[src/rtl/ysyx_041461_pipe_ctrl.sv]
// Pipeline sequencing controller: hold/bubble chain, stage valid bits, PC control,
// trap drain FSM and saturating stall counter for the IF/IF2/ID/EXE/MEM/WB pipe.
module ysyx_041461_pipe_ctrl #(
    parameter int CNT_W = 32
) (
    input  logic             clk,
    input  logic             rst_n,
    input  logic             if_ready,
    input  logic             mem_ready,
    input  logic             mem_access,
    input  logic             id_conflict,
    input  logic             exe_conflict,
    input  logic             mem_conflict,
    input  logic             trap_if,
    input  logic             trap_if2,
    input  logic             trap_id,
    input  logic             trap_exe,
    input  logic             trap_mem,
    input  logic             wb_trap,
    input  logic             id_redirect,
    output logic             pc_en,
    output logic [1:0]       pc_sel,
    output logic             en_if2,
    output logic             en_id,
    output logic             en_exe,
    output logic             en_mem,
    output logic             en_wb,
    output logic             v_if2,
    output logic             v_id,
    output logic             v_exe,
    output logic             v_mem,
    output logic             v_wb,
    output logic [1:0]       state,
    output logic [CNT_W-1:0] stall_cnt
);

    typedef enum logic [1:0] {
        RUN   = 2'd0,
        DRAIN = 2'd1,
        REDIR = 2'd2
    } state_e;

    state_e           state_q, state_d;
    logic             v_if2_q, v_if2_d;
    logic             v_id_q, v_id_d;
    logic             v_exe_q, v_exe_d;
    logic             v_mem_q, v_mem_d;
    logic             v_wb_q, v_wb_d;
    logic [CNT_W-1:0] cnt_q, cnt_d;

    logic hold_mem, hold_exe, hold_id, hold_if2, hold_if;
    logic trap_any, redirect_ok;

    // Holds propagate upstream: a stalled stage freezes every older-source stage behind it.
    assign hold_mem = v_mem_q & ((mem_access & ~mem_ready) | mem_conflict);
    assign hold_exe = hold_mem | (v_exe_q & exe_conflict);
    assign hold_id  = hold_exe | (v_id_q & id_conflict);
    assign hold_if2 = hold_id;
    assign hold_if  = hold_if2 | ~if_ready;

    assign en_if2 = ~hold_if;
    assign en_id  = ~hold_if2;
    assign en_exe = ~hold_id;
    assign en_mem = ~hold_exe;
    assign en_wb  = ~hold_mem;

    assign trap_any    = trap_if | trap_if2 | trap_id | trap_exe | trap_mem | wb_trap;
    assign redirect_ok = (state_q == RUN) & ~trap_any & id_redirect & v_id_q & ~hold_id;

    always_comb begin
        state_d = state_q;
        pc_en   = 1'b0;
        pc_sel  = 2'd0;

        v_if2_d = hold_if2 ? v_if2_q : (if_ready & ~trap_if);
        v_id_d  = hold_id  ? v_id_q  : (v_if2_q & ~trap_if2);
        v_exe_d = hold_exe ? v_exe_q : (hold_id  ? 1'b0 : (v_id_q  & ~trap_id));
        v_mem_d = hold_mem ? v_mem_q : (hold_exe ? 1'b0 : (v_exe_q & ~trap_exe));
        v_wb_d  = hold_mem ? 1'b0    : (v_mem_q & ~trap_mem);

        unique case (state_q)
            RUN: begin
                pc_en = ~hold_if & ~trap_any;
                if (redirect_ok) pc_sel = 2'd1;
                if (wb_trap)       state_d = REDIR;
                else if (trap_any) state_d = DRAIN;
            end
            DRAIN: begin
                if (wb_trap) state_d = REDIR;
            end
            REDIR: begin
                pc_en   = 1'b1;
                pc_sel  = 2'd2;
                state_d = RUN;
            end
            default: state_d = RUN;
        endcase

        // Once a trap is seen nothing new is fetched, so IF2 only ever receives bubbles.
        if ((state_q != RUN) || trap_any) v_if2_d = 1'b0;

        if (redirect_ok) begin
            v_if2_d = 1'b0;
            v_id_d  = 1'b0;
        end

        if (state_q == REDIR) begin
            v_if2_d = 1'b0;
            v_id_d  = 1'b0;
            v_exe_d = 1'b0;
            v_mem_d = 1'b0;
            v_wb_d  = 1'b0;
        end
    end

    always_comb begin
        cnt_d = cnt_q;
        if ((state_q == RUN) && hold_if && (cnt_q != {CNT_W{1'b1}})) cnt_d = cnt_q + CNT_W'(1);
    end

    always_ff @(posedge clk or negedge rst_n) begin
        if (!rst_n) begin
            state_q <= RUN;
            v_if2_q <= 1'b0;
            v_id_q  <= 1'b0;
            v_exe_q <= 1'b0;
            v_mem_q <= 1'b0;
            v_wb_q  <= 1'b0;
            cnt_q   <= '0;
        end else begin
            state_q <= state_d;
            v_if2_q <= v_if2_d;
            v_id_q  <= v_id_d;
            v_exe_q <= v_exe_d;
            v_mem_q <= v_mem_d;
            v_wb_q  <= v_wb_d;
            cnt_q   <= cnt_d;
        end
    end

    assign v_if2     = v_if2_q;
    assign v_id      = v_id_q;
    assign v_exe     = v_exe_q;
    assign v_mem     = v_mem_q;
    assign v_wb      = v_wb_q;
    assign state     = state_q;
    assign stall_cnt = cnt_q;

endmodule
[config.mk]
export PLATFORM = sky130hd
export DESIGN_NAME = ysyx_041461_pipe_ctrl
export DESIGN_NICKNAME = d
export VERILOG_FILES = /design/src/rtl/ysyx_041461_pipe_ctrl.sv
export SDC_FILE = /design/constraint.sdc
export NUM_CORES = 1
export LEC_CHECK = 0
export BUFFER_PORTS_ARGS = -buffer_cell sky130_fd_sc_hd__buf_2
export CORE_MARGIN = 2
export CORE_UTILIZATION = 51
export CTS_CLUSTER_SIZE = 10
export DETAILED_ROUTE_END_ITERATION = 16
export PLACE_DENSITY = 0.83
export RECOVER_POWER = 100
export SYNTH_ARGS = -nofsm -noshare
export SYNTH_HDL_FRONTEND = slang
export SYNTH_SLANG_ARGS = --single-unit
[constraint.sdc]
create_clock -name clk -period 2.4 [get_ports clk]
set_input_delay 0.24 -clock clk [delete_from_list [all_inputs] [get_ports clk]]
set_output_delay 0.24 -clock clk [all_outputs]
set_load 0.02 [all_outputs]
# ---- Word level (Yosys, flattened, before mapping)
# Cells that the tools add are included.
dict set report word_totals {
  ff_bits 39
  word_cells 80
  output_inout_bits 47
}
dict set report op_classes {
  addsub 1
  muxes 22
  n_reduce_logical 6
  n_eq_ne 9
  bitwise_logic 35
}
# operator count
set ops {}
lappend ops {{32-bit by 1-bit adder with 32-bit output, second input constant} 1}
lappend ops {{32-bit inequality test, second input constant} 1}
lappend ops {{1-bit two-way mux} 16}
lappend ops {{1-bit bitwise AND} 14}
lappend ops {{1-bit inverter} 12}
lappend ops {{1-bit bitwise OR} 9}
lappend ops {{2-bit one-hot mux with 2 select lines} 2}
lappend ops {{2-bit two-way mux} 3}
lappend ops {{2-bit by 1-bit inequality test with 1-bit output, second input constant} 2}
lappend ops {{4-bit by 1-bit inequality test with 1-bit output, second input constant} 1}
lappend ops {{3-bit by 1-bit inequality test with 1-bit output, second input constant} 1}
lappend ops {{3-bit inequality test, second input constant} 1}
lappend ops {{2-bit by 1-bit == test with 1-bit output, second input constant} 1}
lappend ops {{2-bit == test, second input constant} 1}
lappend ops {{1-bit logical AND} 2}
lappend ops {{2-bit zero test} 1}
lappend ops {{2-bit inequality test, second input constant} 1}
lappend ops {{1-bit one-hot mux with 2 select lines} 1}
lappend ops {{2-bit AND reduction} 1}
lappend ops {{2-bit nonzero test} 1}
lappend ops {{1-bit logical OR} 1}

# ---- Depth between registers and ports, before layout
dict set report depth {
  ltp_word 12
  ltp_mapped 7
}

# ---- Worst setup path before layout
# Ideal clock, no wire load.
dict set report synth_path {
  path_kind {reg-to-reg}
  from {reg cnt_q[10] (netlist: stall_cnt[10])}
  to {reg cnt_q[1] (netlist: stall_cnt[1])}
  required_time_ps 2272
  setup_slack_ps 409
  arrival_time_ps 1863
  setup_ps 128
  path_buffers 0
  path_stages_with_launch 6
  path_cell_list {dfrtp_1 > nand3_2 > nor4_4 > nand4_2 > nand2_2 > mux2_1}
}
dict set report synth_via {
  elab_chain_len 2
}
# element line
set synth_lines {}
lappend synth_lines {{start: declaration} 49} ;# logic [CNT_W-1:0] cnt_q, cnt_d;
lappend synth_lines {{start signal: assignment} 137} ;# cnt_q <= cnt_d;
lappend synth_lines {{32-bit inequality test} 118} ;# if ((state_q == RUN) && hold_if && (cnt_q != {CNT_W{1'b1}})) cnt_d = cnt_q + CNT_W'(1);
lappend synth_lines {{1-bit logical AND} 118}
# Every way passes these cells.
# A chain may end at the register's enable or synchronous reset.

# ---- Worst setup path after layout
dict set report layout_path {
  from {reg state_q[1] (netlist: state[1])}
  to {out pc_sel[0]}
}
dict set report layout_via {
  elab_chain_len 7
  word_cells_on_any_way 8
}
# element line
set layout_lines {}
lappend layout_lines {{start: declaration} 43} ;# state_e state_q, state_d;
lappend layout_lines {{start signal: assignment} 131} ;# state_q <= state_d;
lappend layout_lines {{2-bit zero test} {68, 81}}
lappend layout_lines {{1-bit bitwise AND (4 in a row)} 68} ;# assign redirect_ok = (state_q == RUN) & ~trap_any & id_redirect & v_id_q & ~hold_id;
lappend layout_lines {{1-bit two-way mux} 84} ;# if (redirect_ok) pc_sel = 2'd1;
lappend layout_lines {{2-bit one-hot mux with 2 select lines *} 81} ;# unique case (state_q)
lappend layout_lines {{end: declaration} 22} ;# output logic [1:0] pc_sel,
# Mark *: on every way between the ends. The rest lies on a longest branch, timed or not.

==> flow_metrics.env <==
export IMPL_synthCells=195
export IMPL_layout_min_cycle_time_ps=2170
export IMPL_synthTopCellsByCount="39 x dfrtp_1, 22 x xnor2_1, 17 x nand4_1"
export IMPL_cts_htree_levels=2
export IMPL_setup_ws_ps=226
export IMPL_clk_pin_slew_ps=70
export IMPL_grt_pass1_wl_um=7180
export IMPL_synth_area_leaders="dfrtp_1 47%, xnor2_1 9.2%, nand4_1 5.1%, xor2_1 3.8%, nand3_1 2.4%"
export IMPL_vias=1759
export IMPL_die_x_um=68.1
export IMPL_postCtsHoldBufs=0
export IMPL_boundaryPins=62
export IMPL_ys_flop_type="dfrtp_1"
export IMPL_r2r_cells=5
export IMPL_peakVddDrop_uv=557
export IMPL_critPathRequiredTime_ps=2160
export IMPL_syn_area_mm2=0.00210
export IMPL_worst_pin_slew_ps=2050
export IMPL_fillers=343
export IMPL_skew_ps=11.2
export IMPL_post_cts_buffers=0
export IMPL_criticalPathCategory="flip-flop to output port"
export IMPL_cts_root_buf="clkbuf_8"
export IMPL_yosysWarningCount=0
export IMPL_status="complete, but fails checks"
export IMPL_async_flop_share=1.00
export IMPL_drc=0
export IMPL_cts_made_buffers=5
export IMPL_crit_fanout=6
export IMPL_setup_viol=0
export IMPL_routed_wl_um=4590
export IMPL_netlist_area_leader_share=0.466
export IMPL_place_gp_congestion=0.851
export IMPL_post_place_ws_ps=333
export IMPL_min_from="wb_trap"
export IMPL_worstHoldEndpoint="state[0]"
export IMPL_grt_setup_unrepaired="no"
export IMPL_power_density_mw_per_mm2=589
export IMPL_reg2reg_slack_ps=250
export IMPL_critPathCaptureType="output port"
export IMPL_first_iter_violations=148
export IMPL_row_count=23
export IMPL_synth_distinct_cells=49
export IMPL_hold_violations=0
export IMPL_cts_path_max_buffers=2
export IMPL_antenna_left=0
export IMPL_maxCapViolCount=1
export IMPL_r2r_start="stall_cnt[2]"
export IMPL_start_util=0.528
export IMPL_grt_max_degree=40
export IMPL_worstPathArrival_ps=1930
export IMPL_viasPerCell=5.62
export IMPL_syn_num_nets=211
export IMPL_hp_class="primary input to flip-flop"
export IMPL_failed_checks="max-capacitance violations, max-slew violations"
export IMPL_cts_tree="built"
export IMPL_die_area_mm2=0.00464
export IMPL_yosysTopAreaCell="dfrtp_1"
export IMPL_wire_per_inst_um=14.7
export IMPL_syn_avg_cell_area_um2=10.7
export IMPL_ys_ff_latch=39
export IMPL_min_period_over_period=0.906
export IMPL_finish_net_count=278
export IMPL_synth_seq_area_share=0.466
export IMPL_grt_pass1_vias=1517
export IMPL_drive_gt1_frac=0.156
export IMPL_start_kind="flip-flop"
export IMPL_cts_resized=0
export IMPL_holdPathStages=2
export IMPL_die_h_um=68.1
export IMPL_fin_util=0.619
export IMPL_drt_pass1_iter_count=4
export IMPL_syn2layout_area_growth_pct=17.4
export IMPL_clock_latency_ps=290
export IMPL_r2r_end="stall_cnt[13]"
export IMPL_antenna_found_initial=0
export IMPL_timing_fmax_mhz=460
export IMPL_antenna_cells=0
export IMPL_multiInputGateArea_mm2=0.00106
export IMPL_yosysMostFrequentCell="dfrtp_1"
export IMPL_track_usage=0.211
export IMPL_overflow=0
export IMPL_portBuffers=61
export IMPL_p_total_mw=1.45
export IMPL_seqCellArea_um2=976
export IMPL_maxSlewHeadroom=-0.365
export IMPL_fin_setup_tns_ps=0
export IMPL_drv_slew=40
export IMPL_synth_edf_count=0
export IMPL_power_leakage_nw=1.06
export IMPL_coreArea_mm2=0.00397
export IMPL_cts_sinks=39
export IMPL_hpwl_um=3420
## worst max-delay path by stage
| stage | endpoint | depth (start not counted) | start |
|---|---|---|---|
| global placement | stall_cnt[28] | 5 | stall_cnt[2] |
| finish | pc_sel[0] | 5 | state[1] |
| floorplan | stall_cnt[1] | 5 | stall_cnt[10] |
| CTS | stall_cnt[28] | 5 | stall_cnt[2] |
| global route | stall_cnt[13] | 5 | stall_cnt[2] |
| detailed placement | stall_cnt[28] | 5 | stall_cnt[2] |
## cells by family (layout without fill, tap and decap cells)
logic type,count (synthesis),in the layout,synth area share
compound gates,13,13,0.0543
xor+xnor,31,31,0.130
fa+ha+maj,1,1,0.00597
buf+inv,9,77,0.0209
flops,39,39,0.466
mux,2,2,0.0101
simple gates,100,100,0.313
## through the flow
stage	hold WS, ps	area [um2]	cells
CTS	75.8	2550	313
global placement	396	2460	305
finish	123	2460	313
detailed placement	395	2460	305
global route	129	2460	313
floorplan	-55.6	2100	195
## cells in the final DEF (no fill, tap or decap), types with 3 or more instances in the layout
cell,n
nor2b_1,3
dfrtp_1,39
clkbuf_8,5
nand2_1,11
xnor2_1,22
or2_2,3
xor2_1,9
nor3_1,4
nor2_1,10
and3_2,6
nand3_1,10
nand4_1,17
and3_1,4
inv_1,4
clkbuf_1,51
buf_2,13
and4_1,4
and2_1,4
nor4_1,5
## power by group
group	internal [mW]	switching, mW
Combinational	0.0867	0.173
Clock	0.204	0.225
Sequential	0.705	0.0542
Total	0.996	0.453
## flip-flops by register name, summed over array words and instances, names as in the netlist
signal     count
v_exe          1
v_mem          1
state          2
v_if2          1
stall_cnt     32
v_wb           1
v_id           1
## layer usage
layer / up-vias / GRT usage / wire length [um]
li1: 846 / - / -
met1: 841 / 0.279 / 2050
met2: 68 / 0.329 / 2200
met3: 4 / 0.0559 / 293
met4: 0 / 0.0800 / 49
met5: - / 0 / 0
## critical path, stage by stage (launching register included)
cell	delay, ps
dfrtp_1	430
or2_2	350
nor4_1	160
clkbuf_1	240
and4_1	220
clkbuf_1	240
## cell type report
class / count / area share
flip-flops and latches: 39 / 0.397
clock buffers: 7 / 0.0310
well taps: 50 / 0.0254
inverters: 4 / 0.00610
multi-input cells: 147 / 0.429
clock inverters: 1 / 0.00203
repair buffers: 65 / 0.109
Power figures use the tool's default switching activity.
